### config.mk
export PLATFORM = sky130hd
export DESIGN_NAME = vde_scanout_flat
export DESIGN_NICKNAME = d
export VERILOG_FILES = /design/src/rtl/vde_scanout_if.sv /design/src/rtl/vde_scanout.sv /design/src/flat_wrapper.sv
export SDC_FILE = /design/constraint.sdc
export NUM_CORES = 1
export LEC_CHECK = 0
export CAP_MARGIN = 20
export CORE_UTILIZATION = 56
export DETAILED_ROUTE_END_ITERATION = 10
export PLACE_DENSITY = 0.8
export SYNTH_ARGS = -nofsm -noshare
export SYNTH_HDL_FRONTEND = slang
export SYNTH_SLANG_ARGS = --single-unit
### constraint.sdc
create_clock -name clk_i -period 5.4 [get_ports clk_i]
set_input_delay 0.81 -clock clk_i [delete_from_list [all_inputs] [get_ports clk_i]]
set_output_delay 0.81 -clock clk_i [all_outputs]
set_load 0.03 [all_outputs]
### src/rtl/vde_scanout_if.sv
// Pixel stream from the VDE producer into the scanout block.
// The producer drives valid/data and the scanout block drives ready.
`timescale 1ns/1ps
interface vde_scanout_if;
    logic        pixel_valid;
    logic [23:0] pixel_data;
    logic        pixel_ready;

    modport master (output pixel_valid, output pixel_data, input pixel_ready);
    modport slave  (input pixel_valid, input pixel_data, output pixel_ready);
endinterface

### src/rtl/vde_scanout.sv
// Raster timing generator and prefetch FIFO for the VDE pixel stream.
// Toggles frame_idx_o at the start of vertical blanking so the producer restarts its frame.
`timescale 1ns/1ps
module vde_scanout #(
    parameter int unsigned H_ACTIVE       = 640,
    parameter int unsigned H_FP           = 16,
    parameter int unsigned H_SYNC         = 96,
    parameter int unsigned H_BP           = 48,
    parameter int unsigned V_ACTIVE       = 480,
    parameter int unsigned V_FP           = 10,
    parameter int unsigned V_SYNC         = 2,
    parameter int unsigned V_BP           = 33,
    parameter bit          HSYNC_POL      = 1'b0,
    parameter bit          VSYNC_POL      = 1'b0,
    parameter int unsigned FIFO_DEPTH     = 16,
    parameter int unsigned FLUSH_CYCLES   = 4,
    parameter logic [23:0] UNDERRUN_COLOR = 24'hFF00FF
) (
    input  logic          clk_i,
    input  logic          rst_i,
    vde_scanout_if.slave  pix,
    output logic          frame_idx_o,
    output logic          hsync_o,
    output logic          vsync_o,
    output logic          de_o,
    output logic [23:0]   rgb_o,
    output logic          underrun_o
);
    localparam int unsigned H_TOTAL = H_ACTIVE + H_FP + H_SYNC + H_BP;
    localparam int unsigned V_TOTAL = V_ACTIVE + V_FP + V_SYNC + V_BP;
    localparam int unsigned NPIX    = H_ACTIVE * V_ACTIVE;
    localparam int unsigned HW      = $clog2(H_TOTAL);
    localparam int unsigned VW      = $clog2(V_TOTAL);
    localparam int unsigned CW      = $clog2(NPIX + 1);
    localparam int unsigned AW      = $clog2(FIFO_DEPTH);
    localparam int unsigned FW      = (FLUSH_CYCLES > 0) ? $clog2(FLUSH_CYCLES + 1) : 1;

    localparam logic [HW-1:0] H_LAST   = HW'(H_TOTAL - 1);
    localparam logic [HW-1:0] H_ACT    = HW'(H_ACTIVE);
    localparam logic [HW-1:0] HS_FIRST = HW'(H_ACTIVE + H_FP);
    localparam logic [HW-1:0] HS_LAST  = HW'(H_ACTIVE + H_FP + H_SYNC - 1);
    localparam logic [VW-1:0] V_LAST   = VW'(V_TOTAL - 1);
    localparam logic [VW-1:0] V_ACT    = VW'(V_ACTIVE);
    localparam logic [VW-1:0] V_TOG    = VW'(V_ACTIVE - 1);
    localparam logic [VW-1:0] VS_FIRST = VW'(V_ACTIVE + V_FP);
    localparam logic [VW-1:0] VS_LAST  = VW'(V_ACTIVE + V_FP + V_SYNC - 1);
    localparam logic [CW-1:0] NPIX_C   = CW'(NPIX);
    localparam logic [AW:0]   DEPTH_C  = (AW + 1)'(FIFO_DEPTH);
    localparam logic [FW-1:0] FLUSH_C  = FW'(FLUSH_CYCLES);

    logic [HW-1:0] h_q, h_d;
    logic [VW-1:0] v_q, v_d;
    logic          frame_q, frame_d;
    logic [FW-1:0] flush_q, flush_d;
    logic [CW-1:0] fetch_q, fetch_d;
    logic [CW-1:0] debt_q, debt_d, debt_tmp;
    logic [AW-1:0] wr_q, wr_d, rd_q, rd_d;
    logic [AW:0]   cnt_q, cnt_d;
    logic          ready_q, ready_d;
    logic          de_q, de_d;
    logic [23:0]   rgb_q, rgb_d;
    logic          hs_q, hs_d, vs_q, vs_d;
    logic          und_q, und_d;
    logic [23:0]   fifo_mem [FIFO_DEPTH];

    logic active, toggle, hshk, push, pop, starve;

    always_comb begin
        active   = (h_q < H_ACT) && (v_q < V_ACT);
        toggle   = (h_q == H_LAST) && (v_q == V_TOG);
        hshk     = pix.pixel_valid && ready_q;
        push     = hshk && !toggle && (debt_q == '0);
        pop      = active && (cnt_q != '0);
        starve   = active && (cnt_q == '0);

        h_d      = (h_q == H_LAST) ? '0 : h_q + 1'b1;
        v_d      = v_q;
        if (h_q == H_LAST) begin
            v_d = (v_q == V_LAST) ? '0 : v_q + 1'b1;
        end

        de_d     = active;
        rgb_d    = '0;
        if (pop) begin
            rgb_d = fifo_mem[rd_q];
        end else if (starve) begin
            rgb_d = UNDERRUN_COLOR;
        end
        hs_d     = (h_q >= HS_FIRST && h_q <= HS_LAST) ? HSYNC_POL : ~HSYNC_POL;
        vs_d     = (v_q >= VS_FIRST && v_q <= VS_LAST) ? VSYNC_POL : ~VSYNC_POL;

        frame_d  = frame_q;
        flush_d  = (flush_q != '0) ? flush_q - 1'b1 : '0;
        fetch_d  = hshk ? fetch_q + 1'b1 : fetch_q;
        // A discarded pixel repays debt taken by an earlier starved position.
        debt_tmp = (hshk && debt_q != '0) ? debt_q - 1'b1 : debt_q;
        debt_d   = (starve && debt_tmp != '1) ? debt_tmp + 1'b1 : debt_tmp;
        und_d    = und_q | starve;
        wr_d     = wr_q + AW'(push);
        rd_d     = rd_q + AW'(pop);
        cnt_d    = cnt_q + (AW + 1)'(push) - (AW + 1)'(pop);

        if (toggle) begin
            frame_d = ~frame_q;
            flush_d = FLUSH_C;
            fetch_d = '0;
            debt_d  = '0;
            und_d   = 1'b0;
            wr_d    = '0;
            rd_d    = '0;
            cnt_d   = '0;
        end

        // Evaluated on next-state values so an accepted write can never overflow.
        ready_d  = (cnt_d < DEPTH_C) && (flush_d == '0) && (fetch_d < NPIX_C);
    end

    always_ff @(posedge clk_i or posedge rst_i) begin
        if (rst_i) begin
            h_q     <= '0;
            v_q     <= V_ACT;
            frame_q <= 1'b0;
            flush_q <= FLUSH_C;
            fetch_q <= '0;
            debt_q  <= '0;
            wr_q    <= '0;
            rd_q    <= '0;
            cnt_q   <= '0;
            ready_q <= 1'b0;
            de_q    <= 1'b0;
            rgb_q   <= '0;
            hs_q    <= ~HSYNC_POL;
            vs_q    <= ~VSYNC_POL;
            und_q   <= 1'b0;
        end else begin
            h_q     <= h_d;
            v_q     <= v_d;
            frame_q <= frame_d;
            flush_q <= flush_d;
            fetch_q <= fetch_d;
            debt_q  <= debt_d;
            wr_q    <= wr_d;
            rd_q    <= rd_d;
            cnt_q   <= cnt_d;
            ready_q <= ready_d;
            de_q    <= de_d;
            rgb_q   <= rgb_d;
            hs_q    <= hs_d;
            vs_q    <= vs_d;
            und_q   <= und_d;
        end
    end

    always_ff @(posedge clk_i) begin
        if (push) begin
            fifo_mem[wr_q] <= pix.pixel_data;
        end
    end

    assign pix.pixel_ready = ready_q;
    assign frame_idx_o     = frame_q;
    assign hsync_o         = hs_q;
    assign vsync_o         = vs_q;
    assign de_o            = de_q;
    assign rgb_o           = rgb_q;
    assign underrun_o      = und_q;
endmodule

### src/flat_wrapper.sv
// flat-port wrapper written by rule: the top's interface ports become plain ports
module vde_scanout_flat 
#(
    parameter int unsigned H_ACTIVE       = 640,
    parameter int unsigned H_FP           = 16,
    parameter int unsigned H_SYNC         = 96,
    parameter int unsigned H_BP           = 48,
    parameter int unsigned V_ACTIVE       = 480,
    parameter int unsigned V_FP           = 10,
    parameter int unsigned V_SYNC         = 2,
    parameter int unsigned V_BP           = 33,
    parameter bit          HSYNC_POL      = 1'b0,
    parameter bit          VSYNC_POL      = 1'b0,
    parameter int unsigned FIFO_DEPTH     = 16,
    parameter int unsigned FLUSH_CYCLES   = 4,
    parameter logic [23:0] UNDERRUN_COLOR = 24'hFF00FF
)
  (clk_i, rst_i, frame_idx_o, hsync_o, vsync_o, de_o, rgb_o, underrun_o, pix_pixel_valid, pix_pixel_data, pix_pixel_ready);
  vde_scanout_if pix_i ();
  input  logic clk_i;
  input  logic rst_i;
  output logic frame_idx_o;
  output logic hsync_o;
  output logic vsync_o;
  output logic de_o;
  output logic [23:0] rgb_o;
  output logic underrun_o;
  input wire logic [$bits(pix_i.pixel_valid)-1:0] pix_pixel_valid;
  input wire logic [$bits(pix_i.pixel_data)-1:0] pix_pixel_data;
  output wire logic [$bits(pix_i.pixel_ready)-1:0] pix_pixel_ready;
  assign pix_i.pixel_valid = pix_pixel_valid;
  assign pix_i.pixel_data = pix_pixel_data;
  assign pix_pixel_ready = pix_i.pixel_ready;
  vde_scanout #(.H_ACTIVE(H_ACTIVE), .H_FP(H_FP), .H_SYNC(H_SYNC), .H_BP(H_BP), .V_ACTIVE(V_ACTIVE), .V_FP(V_FP), .V_SYNC(V_SYNC), .V_BP(V_BP), .HSYNC_POL(HSYNC_POL), .VSYNC_POL(VSYNC_POL), .FIFO_DEPTH(FIFO_DEPTH), .FLUSH_CYCLES(FLUSH_CYCLES), .UNDERRUN_COLOR(UNDERRUN_COLOR)) u_core (.clk_i(clk_i), .rst_i(rst_i), .pix(pix_i), .frame_idx_o(frame_idx_o), .hsync_o(hsync_o), .vsync_o(vsync_o), .de_o(de_o), .rgb_o(rgb_o), .underrun_o(underrun_o));
endmodule
==> flow_metrics.tcl, run 1 <==
set metrics [dict create \
    power_mw 11.1 \
    leakage_nw 7.87 \
    viasPerCell 6.26 \
    synthSimpleGateAreaFrac_pct 7.68 \
    numPortBuffers 56 \
    antenna_found_initial 2 \
    synth_top_family_by_area "multiplexers" \
    ys_seq_area_share_pct 69.5 \
    grt_pass1_wl_um 66100 \
    setup_ws_ps 1520 \
    path_max_fanout 19 \
    path_class "register to register" \
    fin_skew_ps 31.2 \
    via_count 10840 \
    ys_warn_count 0 \
    crit_arrival_ps 4390 \
    clkSinkCount 488 \
    multi_input_area_mm2 0.00600 \
    rsz0062_at_grt "false" \
    synth_compound_gate_area_share_pct 3.35 \
    synth_ff_type "edfxtp_1" \
    async_flop_share_pct 21.3 \
    cts-resized-gates 0 \
    grt_start_max_net_pins 73 \
    grt_usage_pct 24.6 \
    finish.utilization_pct 65.0 \
    setup_tns_ps 0 \
    clockBufferDepth 3 \
    place_ws_ps 1240 \
    start_util_pct 57.1 \
    cts_buffers 48 \
    whs_ps 477 \
    area_growth_pct 14.0 \
    clk_latency_ps 600 \
    ys_seq_elements 488 \
    cts.reportedPaths.clkPinSlew_ps 60 \
    routabilityCongestion 0.894 \
    synth-xor-area-share_pct 2.32 \
    slew_headroom_pct 29.2 \
    synth_nets 1210 \
    grt_overflow_total 0 \
    layout_commonest_cell "edfxtp_1" \
    die_x_um 193 \
    routed-wl-met2_um 21600 \
    synthMuxAreaShare_pct 14.2 \
    yosys.area_share.adder_pct 1.39 \
    drtIter0Drc 945 \
    postSynthCellCount 1161 \
    fin_nets 1278 \
    cts_tree "done" \
    grt_pass1_vias 11063 \
    die_y_um 193 \
    violations "design-rule violations" \
    coreArea_mm2 0.0357 \
    drv_cap 0 \
    avgSynthCellArea_um2 17.5 \
    ff_latch_area_mm2 0.0142 \
    highest_layer "met5" \
    power_density_mw_per_mm2 479 \
    status "finished with violations" \
    root_buffer "clkbuf_16" \
    slew_violations 0 \
    cp-end-kind "register" \
    wl_per_cell_um 24.9 \
    ctsHoldBuffers 0 \
    ir_drop_uv 349 \
    dpl.hpwl_um 23800 \
    dr.pass1.iters 8 \
    synth_area_mm2 0.0203 \
    synthDistinctLibCells 73 \
    final_cell_mix "edfxtp_1, mux4_2, dfrtp_1" \
    post-route-min-period_ps 3880 \
    drc 12 \
    cts_setup_buffers 0 \
    synth_edf_count 384 \
    fp-row-count 69 \
    hold_class "register to register" \
    finalCritPeriodShare_pct 71.9 \
    crit_path_start_kind "register" \
    drive_above_1_share_pct 21.6 \
    fill_cells 2345 \
    tightest_slew_ps 1060 \
    fmax_ghz 0.258 \
    finalHoldViolCount 0 \
    route.met3.wl_um 2760 \
    required_ps 5900 \
    io_pins 57 \
    dieArea_mm2 0.0371 \
    cts_max_level 2 \
    wirelength_met1_um 17400 \
    setup_viol 0 \
    drtAntennaViolNets 0 \
    drt-total-wl_um 43100 \
]
-- path summary, 6_finish.rpt --
path | cells past startpoint | from | slack [ps] | end
setup reg to reg | 17 | u_core.cnt_q[3] | 1520 | u_core.pix.pixel_ready
hold / removal | 1 | u_core.frame_idx_o | 480 | u_core.frame_idx_o
setup / recovery | 17 | u_core.cnt_q[3] | 1520 | u_core.pix.pixel_ready
max in group asynchronous | 4 | rst_i | 3780 | u_core.vsync_o
hold reg to reg | 1 | u_core.frame_idx_o | 480 | u_core.frame_idx_o
min in group asynchronous | 2 | rst_i | 520 | u_core.rgb_o[12]
-- flip-flops by register name, indices dropped and copies added, names as in the netlist --
signal,cells
u_core.h_q,10
u_core.hsync_o,1
u_core.vsync_o,1
u_core.pix.pixel_ready,1
u_core.debt_q,19
u_core.de_o,1
u_core.v_q,10
u_core.underrun_o,1
u_core.cnt_q,5
u_core.fetch_q,19
u_core.frame_idx_o,1
u_core.wr_q,4
u_core.fifo_mem,384
u_core.rgb_o,24
u_core.flush_q,3
u_core.rd_q,4
-- through the flow --
step,area (um^2),instances
CTS,23100,1728
global route,23200,1730
detailed placement,21500,1638
floorplan,20300,1161
finish,23200,1731
global placement,21500,1638
-- cells by family (layout without fill, tap and decap cells) --
| logic type | after synthesis | after routing |
|---|---|---|
| multiplexers | 137 | 137 |
| XOR/XNOR | 54 | 54 |
| AND/OR/NAND/NOR | 294 | 294 |
| buffers and inverters | 77 | 185 |
| other | 0 | 1 |
| flip-flops | 488 | 488 |
| AO/OA/AOI/OAI | 89 | 89 |
| adder cells (fa/ha/maj) | 22 | 22 |
-- cell usage after synthesis (14+ instances only) --
cell type	number	area, um^2
mux4_2	120	2700
o21a_1	17	128
xnor2_1	29	254
and3_1	15	93.8
o21ai_0	14	70.1
nand2_1	64	240
ha_1	21	263
clkbuf_1	35	131
xor2_1	25	219
a21oi_1	14	70.1
inv_1	19	71.3
dfrtp_1	97	2430
nor3_1	20	100
nand3_1	27	135
nor2_1	66	248
and2_1	15	93.8
edfxtp_1	384	11500
-- layer usage --
metal | vias to the layer above | track usage [%]
li1 | 4705 | -
met1 | 5624 | 33.2
met2 | 426 | 40.2
met3 | 83 | 4.66
met4 | 2 | 8.75
met5 | - | 0
-- report_power, final --
group          switching [mW]  internal [mW]  total, mW
combinational            1.44           1.55       2.99
clock                    1.42           1.97       3.40
sequential              0.407           4.30       4.71
-- critical path, stage by stage (launching register included) --
cell and delay [ps]:
dfrtp_1 390, inv_1 80, ha_1 140, nor4b_2 180, buf_4 360, or3_1 470, inv_1 140, ha_1 300
inv_1 40, ha_1 230, fa_1 410, a21oi_1 160, nor2_1 50, nor2_1 110, xnor2_1 130, nor2_1 70
or4_1 440, a21oi_1 120
-- cell type report --
| class | count | area share (%) |
|---|---|---|
| flip-flops and latches | 488 | 61.0 |
| multi-input cells | 596 | 25.9 |
| clock buffers | 67 | 5.70 |
| repair buffers | 76 | 3.26 |
| well taps | 461 | 2.49 |
| clock inverters | 23 | 1.31 |
| inverters | 19 | 0.318 |
| diodes | 1 | 0.0108 |
No activity file was read; power rests on OpenSTA's default activity.
==> inputs of run 2 (changes only) <==
- CORE_UTILIZATION: 56 -> 55
- PLACE_DENSITY: 0.8 -> 0.82
- clock period: 5.4 -> 3.2 ns (I/O delays scaled with it)
==> flow_metrics.tcl, run 2 (same netlist as run 1, synthesis figures left out) <==
set metrics [dict create \
    path_max_fanout 18 \
    ctsHoldBuffers 0 \
    coreArea_mm2 0.0365 \
    finalCritPeriodShare_pct 96.9 \
    ir_drop_uv 688 \
    required_ps 3700 \
    place_ws_ps -115 \
    cts.reportedPaths.clkPinSlew_ps 60 \
    crit_arrival_ps 3600 \
    root_buffer "clkbuf_16" \
    layout_commonest_cell "edfxtp_1" \
    fmax_ghz 0.322 \
    antenna_found_initial 2 \
    die_y_um 194 \
    dpl.hpwl_um 26700 \
    clkSinkCount 488 \
    largest_register "u_core.fifo_mem" \
    setup_viol 0 \
    use_met1_pct 32.1 \
    drtIter0Drc 913 \
    drive_above_1_share_pct 28.4 \
    wl_per_cell_um 25.5 \
    drc 0 \
    viasPerCell 6.19 \
    crit_path_start_kind "register" \
    post-route-cell-area_mm2 0.0242 \
    cts_tree "done" \
    cts_buffers 47 \
    grt_overflow_total 0 \
    status "complete, no violations" \
    slew_violations 0 \
    finalHoldViolCount 0 \
    fill_cells 2310 \
    final_cell_mix "edfxtp_1, mux4_2, dfrtp_1" \
    post-route-min-period_ps 3100 \
    drt-total-wl_um 46600 \
    finish.utilization_pct 66.2 \
    routabilityCongestion 0.895 \
    grt_use_met2_pct 43.9 \
    cts_max_level 2 \
    numPortBuffers 56 \
    grt_usage_pct 25.4 \
    fp-row-count 70 \
    fin_skew_ps 28.1 \
    place_area_mm2 0.0225 \
    grt_pass1_wl_um 70600 \
    start_util_pct 55.7 \
    largest_register_ffs 384 \
    rsz0062_at_grt "true" \
    cp-end-kind "register" \
    gr-usage-met3_pct 4.62 \
    clk_latency_ps 590 \
    fin_nets 1366 \
    grt_busiest_layer "met2" \
    dieArea_mm2 0.0378 \
    via_count 11304 \
    tightest_slew_ps 695 \
    leakage_nw 8.35 \
    drtAntennaViolNets 0 \
    drv_cap 0 \
    area_growth_pct 18.9 \
    power_density_mw_per_mm2 784 \
    dr.pass1.iters 5 \
    grt_pass1_vias 11780 \
    slew_headroom_pct 53.2 \
    die_x_um 194 \
    grt_start_max_net_pins 60 \
    path_class "register to register" \
    io_pins 57 \
    clockBufferDepth 3 \
    hold_class "primary input to asynchronous set/reset pin" \
    setup_ws_ps 99.1 \
]
-- run 2: changes by cell type in the layout (fill, tap and decap cells not counted), sizes merged --
| cell | previous run | this run |
|---|---|---|
| buf | 20 | 109 |
| bufinv | 5 | 3 |
| clkbuf | 67 | 58 |
| clkinv | 16 | 21 |
| clkinvlp | 1 | 4 |
| diode | 1 | 2 |
| inv | 20 | 21 |
-- run 2: worst paths after layout --
path,start,end,slack (ps),depth (start not counted)
worst min register to register,u_core.frame_idx_o,u_core.frame_idx_o,480,1
min in group clk_i,u_core.frame_idx_o,u_core.frame_idx_o,480,1
worst max register to register,u_core.debt_q[8],u_core.debt_q[15],100,9
worst max-delay path,u_core.debt_q[8],u_core.debt_q[15],100,9
worst min-delay path,rst_i,u_core.v_q[3],340,2
max in group asynchronous,rst_i,u_core.rd_q[1],2100,3
-- run 2: per-stage QoR --
stage          TNS (ps)  instances  hold WS, ps  total power, mW
2_1_floorplan     -7000       1161          456             11.7
3_3_place_gp          0       1732          467             13.3
3_5_place_dp       -209       1732          472             13.5
4_1_cts               0       1820          338             19.0
5_1_grt           -68.0       1824          388             19.7
6_report              0       1826          340             19.0
-- run 2: timing repair --
item                       in CTS  in global routing
resized for setup               1                 20
setup endpoints to repair       1                 44
buffers inserted                0                  4
pin swaps                       0                  9
-- run 2: worst max-delay path, stage by stage (launching register included) --
cell and delay [ps]:
dfrtp_1 420, buf_4 180, or4_1 540, or2_4 280
o31a_1 320, o221ai_4 270, a211oi_4 80, buf_12 180
a2111oi_1 500, mux2i_1 240
-- run 2: power breakdown --
| group | leakage, nW | internal (mW) | switching [mW] | total (mW) |
|---|---|---|---|---|
| sequential | 4.74 | 7.26 | 0.520 | 7.78 |
| clock | 0.755 | 3.08 | 2.40 | 5.48 |
| combinational | 2.86 | 2.95 | 2.75 | 5.70 |
| total | 8.35 | 13.3 | 5.67 | 19.0 |
-- run 2: cell type report --
type                            count  area [um^2]  share of cell area (%)
Antenna cell                        2         5.00                  0.0207
Multi-Input combinational cell    596         6170                    25.5
Sequential cell                   488        14200                    58.5
Clock buffer                       58         1260                    5.20
Tap cell                          468          586                    2.42
Clock inverter                     30          278                    1.15
Timing Repair Buffer              165         1670                    6.89
Inverter                           19         75.1                   0.310
-- run 2: metal layers --
metal / vias to the layer above / wire length (um) / share of wire [%]
met5: - / 0 / 0
li1: 4892 / - / -
met1: 5881 / 18000 / 39
met3: 105 / 2910 / 6.3
met2: 426 / 24300 / 52
met4: 0 / 1440 / 3.1
